$ cat src/rtl/matrix_operand_sequencer_if.sv
// Handshake and data bundle between the matrix operand sequencer and its peers.
// No logic; every signal is driven by exactly one side of the link.
// The slave modport is the sequencer side, the master modport the environment side.
interface matrix_operand_sequencer_if #(
    parameter int N = 4,
    parameter int W = 32
);
    logic [N*N*W-1:0] a_i;
    logic [N*N*W-1:0] b_i;
    logic             ab_i_stb;
    logic             ab_i_ack;
    logic [N*W-1:0]   row_o;
    logic             row_o_stb;
    logic             row_o_ack;
    logic [N*W-1:0]   column_o;
    logic             column_o_stb;
    logic             column_o_ack;
    logic [W-1:0]     result_i;
    logic             result_i_stb;
    logic             result_i_ack;
    logic [N*N*W-1:0] c_o;
    logic             c_o_stb;
    logic             c_o_ack;

    modport slave (
        input  a_i, b_i, ab_i_stb, row_o_ack, column_o_ack,
        input  result_i, result_i_stb, c_o_ack,
        output ab_i_ack, row_o, row_o_stb, column_o, column_o_stb,
        output result_i_ack, c_o, c_o_stb
    );

    modport master (
        output a_i, b_i, ab_i_stb, row_o_ack, column_o_ack,
        output result_i, result_i_stb, c_o_ack,
        input  ab_i_ack, row_o, row_o_stb, column_o, column_o_stb,
        input  result_i_ack, c_o, c_o_stb
    );
endinterface

$ cat src/rtl/matrix_operand_sequencer.sv
// Sequences row/column operand pairs of A and B to an external inner-product unit and assembles C.
// Latency: 2 cycles per element with immediate peers; C valid 2*N*N+1 cycles after the A/B transfer.
// Backpressure: every stb holds with stable data until its ack; one inner product outstanding at a time.
module matrix_operand_sequencer #(
    parameter int N = 4,
    parameter int W = 32
) (
    input  logic                             clk,
    input  logic                             rst,
    matrix_operand_sequencer_if.slave        sq_if,
    output logic                             busy
);
    localparam int IW = (N > 1) ? $clog2(N) : 1;
    localparam int MW = N * N * W;
    localparam int VW = N * W;
    localparam logic [IW-1:0] LAST = IW'(N - 1);

    typedef enum logic [1:0] {IDLE, ISSUE, WAIT_RES, OUTPUT} state_t;

    state_t          state_q, state_d;
    logic [IW-1:0]   i_q, i_d, j_q, j_d;
    logic [MW-1:0]   a_q, a_d, b_q, b_d, c_q, c_d;
    logic            ab_ack_q, ab_ack_d;
    logic            row_stb_q, row_stb_d;
    logic            col_stb_q, col_stb_d;
    logic            res_ack_q, res_ack_d;
    logic            c_stb_q, c_stb_d;
    logic [VW-1:0]   row_dat, col_dat;
    logic            ab_xfer, row_xfer, col_xfer, res_xfer, c_xfer;

    assign ab_xfer  = sq_if.ab_i_stb && ab_ack_q;
    assign row_xfer = row_stb_q && sq_if.row_o_ack;
    assign col_xfer = col_stb_q && sq_if.column_o_ack;
    assign res_xfer = sq_if.result_i_stb && res_ack_q;
    assign c_xfer   = c_stb_q && sq_if.c_o_ack;

    // Operand selection: row i of A is contiguous, column j of B is gathered one element per row.
    always_comb begin
        row_dat = a_q[VW*(N-int'(i_q))-1 -: VW];
        col_dat = '0;
        for (int r = 0; r < N; r++) begin
            col_dat[W*(N-r)-1 -: W] = b_q[W*(N*N-N*r-int'(j_q))-1 -: W];
        end
    end

    // Next-state and registered-output computation for the sequencing FSM.
    always_comb begin
        state_d   = state_q;
        i_d       = i_q;
        j_d       = j_q;
        a_d       = a_q;
        b_d       = b_q;
        c_d       = c_q;
        ab_ack_d  = ab_ack_q;
        row_stb_d = row_stb_q;
        col_stb_d = col_stb_q;
        res_ack_d = res_ack_q;
        c_stb_d   = c_stb_q;
        case (state_q)
            IDLE: begin
                ab_ack_d = 1'b1;
                if (ab_xfer) begin
                    a_d       = sq_if.a_i;
                    b_d       = sq_if.b_i;
                    i_d       = '0;
                    j_d       = '0;
                    ab_ack_d  = 1'b0;
                    row_stb_d = 1'b1;
                    col_stb_d = 1'b1;
                    state_d   = ISSUE;
                end
            end
            ISSUE: begin
                // Each side drops independently; leave once neither is still pending.
                if (row_xfer) row_stb_d = 1'b0;
                if (col_xfer) col_stb_d = 1'b0;
                if ((!row_stb_q || row_xfer) && (!col_stb_q || col_xfer)) begin
                    res_ack_d = 1'b1;
                    state_d   = WAIT_RES;
                end
            end
            WAIT_RES: begin
                if (res_xfer) begin
                    c_d[W*(N*N-N*int'(i_q)-int'(j_q))-1 -: W] = sq_if.result_i;
                    res_ack_d = 1'b0;
                    if (i_q == LAST && j_q == LAST) begin
                        c_stb_d = 1'b1;
                        state_d = OUTPUT;
                    end else begin
                        if (j_q == LAST) begin
                            j_d = '0;
                            i_d = i_q + 1'b1;
                        end else begin
                            j_d = j_q + 1'b1;
                        end
                        row_stb_d = 1'b1;
                        col_stb_d = 1'b1;
                        state_d   = ISSUE;
                    end
                end
            end
            OUTPUT: begin
                if (c_xfer) begin
                    c_stb_d  = 1'b0;
                    ab_ack_d = 1'b1;
                    state_d  = IDLE;
                end
            end
            default: state_d = IDLE;
        endcase
    end

    // State and datapath registers; reset discards any in-flight product.
    always_ff @(posedge clk) begin
        if (rst) begin
            state_q   <= IDLE;
            i_q       <= '0;
            j_q       <= '0;
            a_q       <= '0;
            b_q       <= '0;
            c_q       <= '0;
            ab_ack_q  <= 1'b0;
            row_stb_q <= 1'b0;
            col_stb_q <= 1'b0;
            res_ack_q <= 1'b0;
            c_stb_q   <= 1'b0;
        end else begin
            state_q   <= state_d;
            i_q       <= i_d;
            j_q       <= j_d;
            a_q       <= a_d;
            b_q       <= b_d;
            c_q       <= c_d;
            ab_ack_q  <= ab_ack_d;
            row_stb_q <= row_stb_d;
            col_stb_q <= col_stb_d;
            res_ack_q <= res_ack_d;
            c_stb_q   <= c_stb_d;
        end
    end

    assign sq_if.ab_i_ack     = ab_ack_q;
    assign sq_if.row_o        = row_dat;
    assign sq_if.row_o_stb    = row_stb_q;
    assign sq_if.column_o     = col_dat;
    assign sq_if.column_o_stb = col_stb_q;
    assign sq_if.result_i_ack = res_ack_q;
    assign sq_if.c_o          = c_q;
    assign sq_if.c_o_stb      = c_stb_q;
    assign busy               = (state_q != IDLE);
endmodule

$ cat src/flat_wrapper.sv
// flat-port wrapper written by rule: the top's interface ports become plain ports
module matrix_operand_sequencer_flat 
#(
    parameter int N = 4,
    parameter int W = 32
)
  (clk, rst, busy, sq_if_a_i, sq_if_b_i, sq_if_ab_i_stb, sq_if_row_o_ack, sq_if_column_o_ack, sq_if_result_i, sq_if_result_i_stb, sq_if_c_o_ack, sq_if_ab_i_ack, sq_if_row_o, sq_if_row_o_stb, sq_if_column_o, sq_if_column_o_stb, sq_if_result_i_ack, sq_if_c_o, sq_if_c_o_stb);
  matrix_operand_sequencer_if #(.N(N), .W(W)) sq_if_i ();
  input  logic clk;
  input  logic rst;
  output logic busy;
  input wire logic [$bits(sq_if_i.a_i)-1:0] sq_if_a_i;
  input wire logic [$bits(sq_if_i.b_i)-1:0] sq_if_b_i;
  input wire logic [$bits(sq_if_i.ab_i_stb)-1:0] sq_if_ab_i_stb;
  input wire logic [$bits(sq_if_i.row_o_ack)-1:0] sq_if_row_o_ack;
  input wire logic [$bits(sq_if_i.column_o_ack)-1:0] sq_if_column_o_ack;
  input wire logic [$bits(sq_if_i.result_i)-1:0] sq_if_result_i;
  input wire logic [$bits(sq_if_i.result_i_stb)-1:0] sq_if_result_i_stb;
  input wire logic [$bits(sq_if_i.c_o_ack)-1:0] sq_if_c_o_ack;
  output wire logic [$bits(sq_if_i.ab_i_ack)-1:0] sq_if_ab_i_ack;
  output wire logic [$bits(sq_if_i.row_o)-1:0] sq_if_row_o;
  output wire logic [$bits(sq_if_i.row_o_stb)-1:0] sq_if_row_o_stb;
  output wire logic [$bits(sq_if_i.column_o)-1:0] sq_if_column_o;
  output wire logic [$bits(sq_if_i.column_o_stb)-1:0] sq_if_column_o_stb;
  output wire logic [$bits(sq_if_i.result_i_ack)-1:0] sq_if_result_i_ack;
  output wire logic [$bits(sq_if_i.c_o)-1:0] sq_if_c_o;
  output wire logic [$bits(sq_if_i.c_o_stb)-1:0] sq_if_c_o_stb;
  assign sq_if_i.a_i = sq_if_a_i;
  assign sq_if_i.b_i = sq_if_b_i;
  assign sq_if_i.ab_i_stb = sq_if_ab_i_stb;
  assign sq_if_i.row_o_ack = sq_if_row_o_ack;
  assign sq_if_i.column_o_ack = sq_if_column_o_ack;
  assign sq_if_i.result_i = sq_if_result_i;
  assign sq_if_i.result_i_stb = sq_if_result_i_stb;
  assign sq_if_i.c_o_ack = sq_if_c_o_ack;
  assign sq_if_ab_i_ack = sq_if_i.ab_i_ack;
  assign sq_if_row_o = sq_if_i.row_o;
  assign sq_if_row_o_stb = sq_if_i.row_o_stb;
  assign sq_if_column_o = sq_if_i.column_o;
  assign sq_if_column_o_stb = sq_if_i.column_o_stb;
  assign sq_if_result_i_ack = sq_if_i.result_i_ack;
  assign sq_if_c_o = sq_if_i.c_o;
  assign sq_if_c_o_stb = sq_if_i.c_o_stb;
  matrix_operand_sequencer #(.N(N), .W(W)) u_core (.clk(clk), .rst(rst), .sq_if(sq_if_i), .busy(busy));
endmodule
$ cat config.mk
export PLATFORM = sky130hd
export DESIGN_NAME = matrix_operand_sequencer_flat
export DESIGN_NICKNAME = d
export VERILOG_FILES = /design/src/rtl/matrix_operand_sequencer_if.sv /design/src/rtl/matrix_operand_sequencer.sv /design/src/flat_wrapper.sv
export SDC_FILE = /design/constraint.sdc
export NUM_CORES = 2
export LEC_CHECK = 0
export BUFFER_PORTS_ARGS = -buffer_cell sky130_fd_sc_hd__buf_2
export CORE_AREA = 2 2 714 716
export DETAILED_ROUTE_END_ITERATION = 6
export DIE_AREA = 0 0 716 718
export SETUP_SLACK_MARGIN = 0.1
export SLEW_MARGIN = 30
export SYNTH_ARGS = -nofsm -noshare
export SYNTH_HDL_FRONTEND = slang
export SYNTH_SLANG_ARGS = --single-unit
export TNS_END_PERCENT = 100
$ cat constraint.sdc
create_clock -name clk -period 3.55 [get_ports clk]
set_clock_uncertainty 0.2 [all_clocks]
set_input_delay 0.5325 -clock clk [delete_from_list [all_inputs] [get_ports clk]]
set_output_delay 0.5325 -clock clk [all_outputs]
set_load 0.01 [all_outputs]
# Word level (Yosys, flattened, before mapping)
# Cells that the tools add are included.
# totals
ff_bits	1547
output_inout_bits	774
wordCells	109
# op_classes
addsub	16
eq_ne	14
shift	7
mux	33
n_reduce_logical	28
# ops
operator	count
variable part select 543 x 32 -> 32 bit	4
variable part select 639 x 32 -> 128 bit	1
variable shift 32 x 33 -> 543 bit, first input constant	1
variable part select 32 x 33 -> 543 bit	1
bitwise mux 512 bit	1
subtractor 32 x 2 -> 32 bit, second input constant	6
negation 32 -> 33 bit	1
subtractor 27 x 3 -> 27 bit	1
two-way mux 2 bit	12
inequality test 2 x 1 -> 1 bit, second input constant	8
AND reduction 5 bit	3
two-way mux 1 bit	12
AND reduction 4 bit	3
nonzero test 2 bit	5
subtractor 4 x 2 -> 5 bit, first input constant	2
equality test 2 bit, second input constant	4
case mux 2 bit (2 select lines)	2
case mux 2 bit (4 select lines)	1
subtractor 3 x 2 -> 4 bit, first input constant	2
logical AND 1 bit	7
case mux 1 bit (2 select lines)	3
case mux 1 bit (3 select lines)	2
AND reduction 2 bit	3
subtractor 5 x 2 -> 6 bit, first input constant	1
9 further kinds	12

# Depth between registers and ports, before layout
# depth
ltp_word	6
ltp_mapped	13
mapped_depth_nobuf	8

# Least setup slack after synthesis
# No wires, ideal clock.
# synth_path
kind	reg-to-output
from	reg u_core.j_q[0]
to	out sq_if_column_o[65]
arrival_ns	2.709
required_ns	2.817
slack_ns	0.109
path_stages_with_launch	8
cell_sequence	dfxtp_1 buf_2 inv_1 ha_1 clkbuf_1 buf_1 mux4_2 mux2_2
# synth_via
elab_chain_len	3
# synth_rtl
item	line_no	source
start: declaration	matrix_operand_sequencer.sv:21	logic [IW-1:0] i_q, i_d, j_q, j_d;
start signal: assignment	matrix_operand_sequencer.sv:130	j_q <= j_d;
subtractor 4 x 2 -> 5 bit	matrix_operand_sequencer.sv:42	col_dat[W*(N-r)-1 -: W] = b_q[W*(N*N-N*r-int'(j_q))-1 -: W];
subtractor 32 x 2 -> 32 bit	matrix_operand_sequencer.sv:42	
variable part select 543 x 32 -> 32 bit	matrix_operand_sequencer.sv:42	
end: declaration	flat_wrapper.sv:23	output wire logic [$bits(sq_if_i.column_o)-1:0] sq_if_column_o;
# Every way passes these cells.

# Worst setup path in the final report
# layout_path
from	reg u_core.j_q[1]
to	out sq_if_column_o[37]
# The elaborated chain is that of the path after synthesis.

==> results by group <==
Setup path
  – Crit end category: output pin
  – Crit-path max cell delay: 0.62 ns
  – Worst path cell trace: inv_4, ha_4, buf_12, buf_8, mux4_2, mux2i_4, buf_6, nor2_4, buf_6
  – CP max stage cell: mux4_2
  – Worst Path Arrival: 3.53 ns
  – Worst path bufs/invs: 5
  – CP most frequent cell: buf_6
  – Required time of the critical path: 2.82 ns
  – CP delay by family, top: multiplexers
  – Crit start category: flop
  – WS Path Type: flop to output pin
  – CP Max Fanout: 6

Timing
  – # setup viols final: 264
  – Tcrit/Tclk final: 1.201
  – Smallest hold slack: 0.09920 ns
  – RSZ-0062 raised after global routing: true
  – Pins Over Slew Limit: 0
  – Worst Tran Pin Value: 1.096 ns
  – Setup ws final: -0.7151 ns
  – Min Clock Period, post-route: 4.265 ns
  – Fmax achieved: 234.5 MHz
  – Max_slew headroom: 0.2691
  – Final Hold Vio Count: 0

Power
  – PD cells: 430.7 nW/um2
  – Lkg Pwr: 0.04336 uW
  – Maximum vdd ir drop: 438.0 uV

Place
  – HPWL after DPL: 385900 um
  – Routability cong.: 1.149
  – Placed cell area: 82590 um2
  – Cells after DPL: 15600
  – Post-place setup slack: -0.2692 ns
  – Port buffer count: 1836

Global route
  – Initial antenna violation count: 223
  – First-pass GRT wire length: 633200 um
  – Global route total overflow: 0
  – Vias in the first global route: 68779
  – Largest net degree at the start of global routing: 222
  – Total GRT Usage: 0.1818

Clock tree
  – Total CTS buffers: 182
  – Reg clk slew, reported paths: 0.07 ns
  – Clock buffer depth: 4
  – Root buf cell: clkbuf_16
  – CTS tree: built
  – Worst-Skew Late Latency: 0.88 ns
  – H-tree depth: 4
  – TritonCTS Sinks: 1547

Synth
  – Netlist Area Pre-Place: 64580 um2
  – Post-synth EDFFs: 0
  – FF+latch count, synth: 1547
  – Main synth FF type: dfxtp_1
  – Synthesis warning total: 0
  – Synth Instances: 7438
  – Synthesized area per cell: 8.683 um2
  – Post-synthesis sequential area ratio: 0.4795
  – Netlist cell types: 58
  – Mapped Nets: 8511
  – Post-synth ARST share: 0

Run status
  – Failing checks: setup timing
  – Status: complete, but fails checks

Final layout
  – NumNets Final: 11386
  – Post-route non-filler standard cell count: 17339
  – Final cell utilization of the core: 0.2095
  – Layout cells sized above 1: 0.3010
  – Final Cell Area: 106200 um2
  – FILL cells: 55261
  – Area growth, synth to finish: 64.51%

Die
  – Initial Utilization: 0.1274
  – Die area: 514100 um2
  – Core ar.: 507100 um2
  – Core Rows: 262
  – Die height: 718 um
  – I/O pin count: 1837
  – Die boundary width: 716 um

Route
  – Drt pass-1 iters: 6
  – Routed vias: 72846
  – DRT Wirelength: 497400 um
  – DR vias/cell: 4.201
  – Remaining antenna violation count: 0
  – Drt drc: 0
  – Routed WL per cell: 28.69 um
  – DR iter-0 viols: 8065

Job
  – Max cap viols: 0

Worst hold path
  – Worst hold path class: input pin to flop
## final cells by class
cell class                 count  area (um2)  share of cell area
timing repair buffer        3334       27820              0.2618
tap                         6732        8423             0.07928
sequential                  1547       30980              0.2916
clock inverter                64       823.3            0.007749
inverter                      12       57.56           0.0005417
multi-input combinational   5236       32440              0.3054
clock buffer                 265        5329             0.05015
antenna                      149       372.9            0.003509
## kinds of logic after synthesis
kind of cell    after synthesis  synth area share
mux                         898            0.1894
fa+ha+maj                    10          0.001937
flops                      1547            0.4795
compound gates             1137           0.09394
simple gates               3185            0.1930
xor+xnor                      6         0.0009299
buf+inv                     655           0.04123
## synth_stat cells (3+ instances only)
library cell  instances  area, um2
buf_2                73      365.4
dfxtp_1            1547      30970
o2111ai_1            31      271.5
or3_1                 5      31.28
a211oi_1              4      30.03
xnor2_1               5      43.79
and3_1                3      18.77
clkbuf_1            515       1933
and2_1              129      807.0
a21oi_1            1035       5180
nor2b_1               6      37.54
buf_1                32      120.1
o21ai_0               5      25.02
buf_4                16      120.1
nor2_1              119      446.7
o211ai_1             33      247.7
nand2b_1              7      43.79
nor3_1                4      20.02
nor3b_1               6      45.04
nand3_2               4      40.04
a31oi_1               3      18.77
buf_6                 7      78.83
mux2i_1             609       6096
nand3_1              15      75.07
o211a_1               3      30.03
ha_1                 10      125.1
a211oi_2              4      50.05
inv_1                11      41.29
mux4_2              256       5766
mux2_2               33      371.6
nand2_1            2877      10800
## report_power, final
| group | internal (uW) | leakage [uW] | switching (uW) |
|---|---|---|---|
| sequential | 18100 | 0.0126 | 602 |
| clock | 11200 | 0.00302 | 8550 |
| combinational | 2910 | 0.0278 | 4360 |
| total | 32300 | 0.0434 | 13500 |
## metal layers
layer,GRT usage,up-vias,wire (um)
li1,-,30736,-
met1,0.1996,35188,173500
met2,0.2658,5185,205000
met3,0.1056,1647,78190
met4,0.1128,90,38620
met5,0.02101,-,2129
## repair_timing
action,in CTS,in global routing
gates resized for setup,723,305
gates cloned,24,14
setup buffers,108,64
endpoints found under the hold margin,1105,3
hold buffers,1058,1
pin swaps,22,37
setup endpoints to repair,256,676
## flip-flops by register name, summed over array words and instances (netlist names)
| signal | cells |
|---|---|
| u_core.sq_if.result_i_ack | 1 |
| u_core.i_q | 2 |
| u_core.state_q | 2 |
| u_core.sq_if.c_o_stb | 1 |
| u_core.sq_if.c_o | 512 |
| u_core.j_q | 2 |
| u_core.sq_if.row_o_stb | 1 |
| u_core.b_q | 512 |
| u_core.a_q | 512 |
| u_core.sq_if.ab_i_ack | 1 |
| u_core.sq_if.column_o_stb | 1 |
## stage by stage
step           setup TNS [ns]  total power (uW)
2_1_floorplan               0             21090
3_3_place_gp           -1.086             24270
3_5_place_dp          -0.7254             24320
4_1_cts               -127.44             45550
5_1_grt               -128.63             47030
6_report               -99.40             45760
## placed cells by master (no fill, tap or decap), types with 5 or more instances in the layout
master | Yosys | layout
nand2_1 | 2877 | 2875
buf_2 | 73 | 1622
dfxtp_1 | 1547 | 1543
dlygate4sd3_1 | 0 | 1059
a21oi_1 | 1035 | 1034
mux2i_1 | 609 | 552
mux4_2 | 256 | 256
buf_6 | 7 | 217
clkbuf_16 | 0 | 196
buf_4 | 16 | 178
buf_12 | 0 | 169
diode_2 | 0 | 149
and2_4 | 0 | 128
nor2_1 | 119 | 68
clkbuf_8 | 0 | 42
mux2i_4 | 0 | 40
clkbuf_1 | 515 | 39
buf_8 | 0 | 39
buf_16 | 0 | 37
o211ai_1 | 33 | 33
mux2_4 | 0 | 32
o2111ai_1 | 31 | 31
nor2_4 | 0 | 29
clkinv_2 | 0 | 28
nor2_2 | 0 | 22
mux2i_2 | 0 | 17
nand3_1 | 15 | 11
bufinv_16 | 0 | 10
inv_6 | 0 | 9
inv_1 | 11 | 6
nand2b_1 | 7 | 6
nand3_2 | 4 | 6
ha_1 | 10 | 6
clkinv_16 | 0 | 6
nor2b_1 | 6 | 5
or3_1 | 5 | 5
o21ai_0 | 5 | 5
## worst paths after layout
| check | start | endpoint | slack [ns] | depth (start not counted) |
|---|---|---|---|---|
| setup / recovery | u_core.j_q[1] | sq_if_column_o[37] | -0.72 | 9 |
| hold / removal | sq_if_result_i[22] | u_core.sq_if.c_o[310] | 0.1 | 3 |
| setup reg to reg | u_core.j_q[0] | u_core.sq_if.c_o[350] | -0.08 | 14 |
| hold reg to reg | u_core.a_q[64] | u_core.a_q[64] | 0.25 | 2 |
## worst min-delay path, stage by stage
cell and delay (ns):
buf_2 0.34, nand2_1 0.16, mux2i_1 0.06
Power figures use the tool's default switching activity.
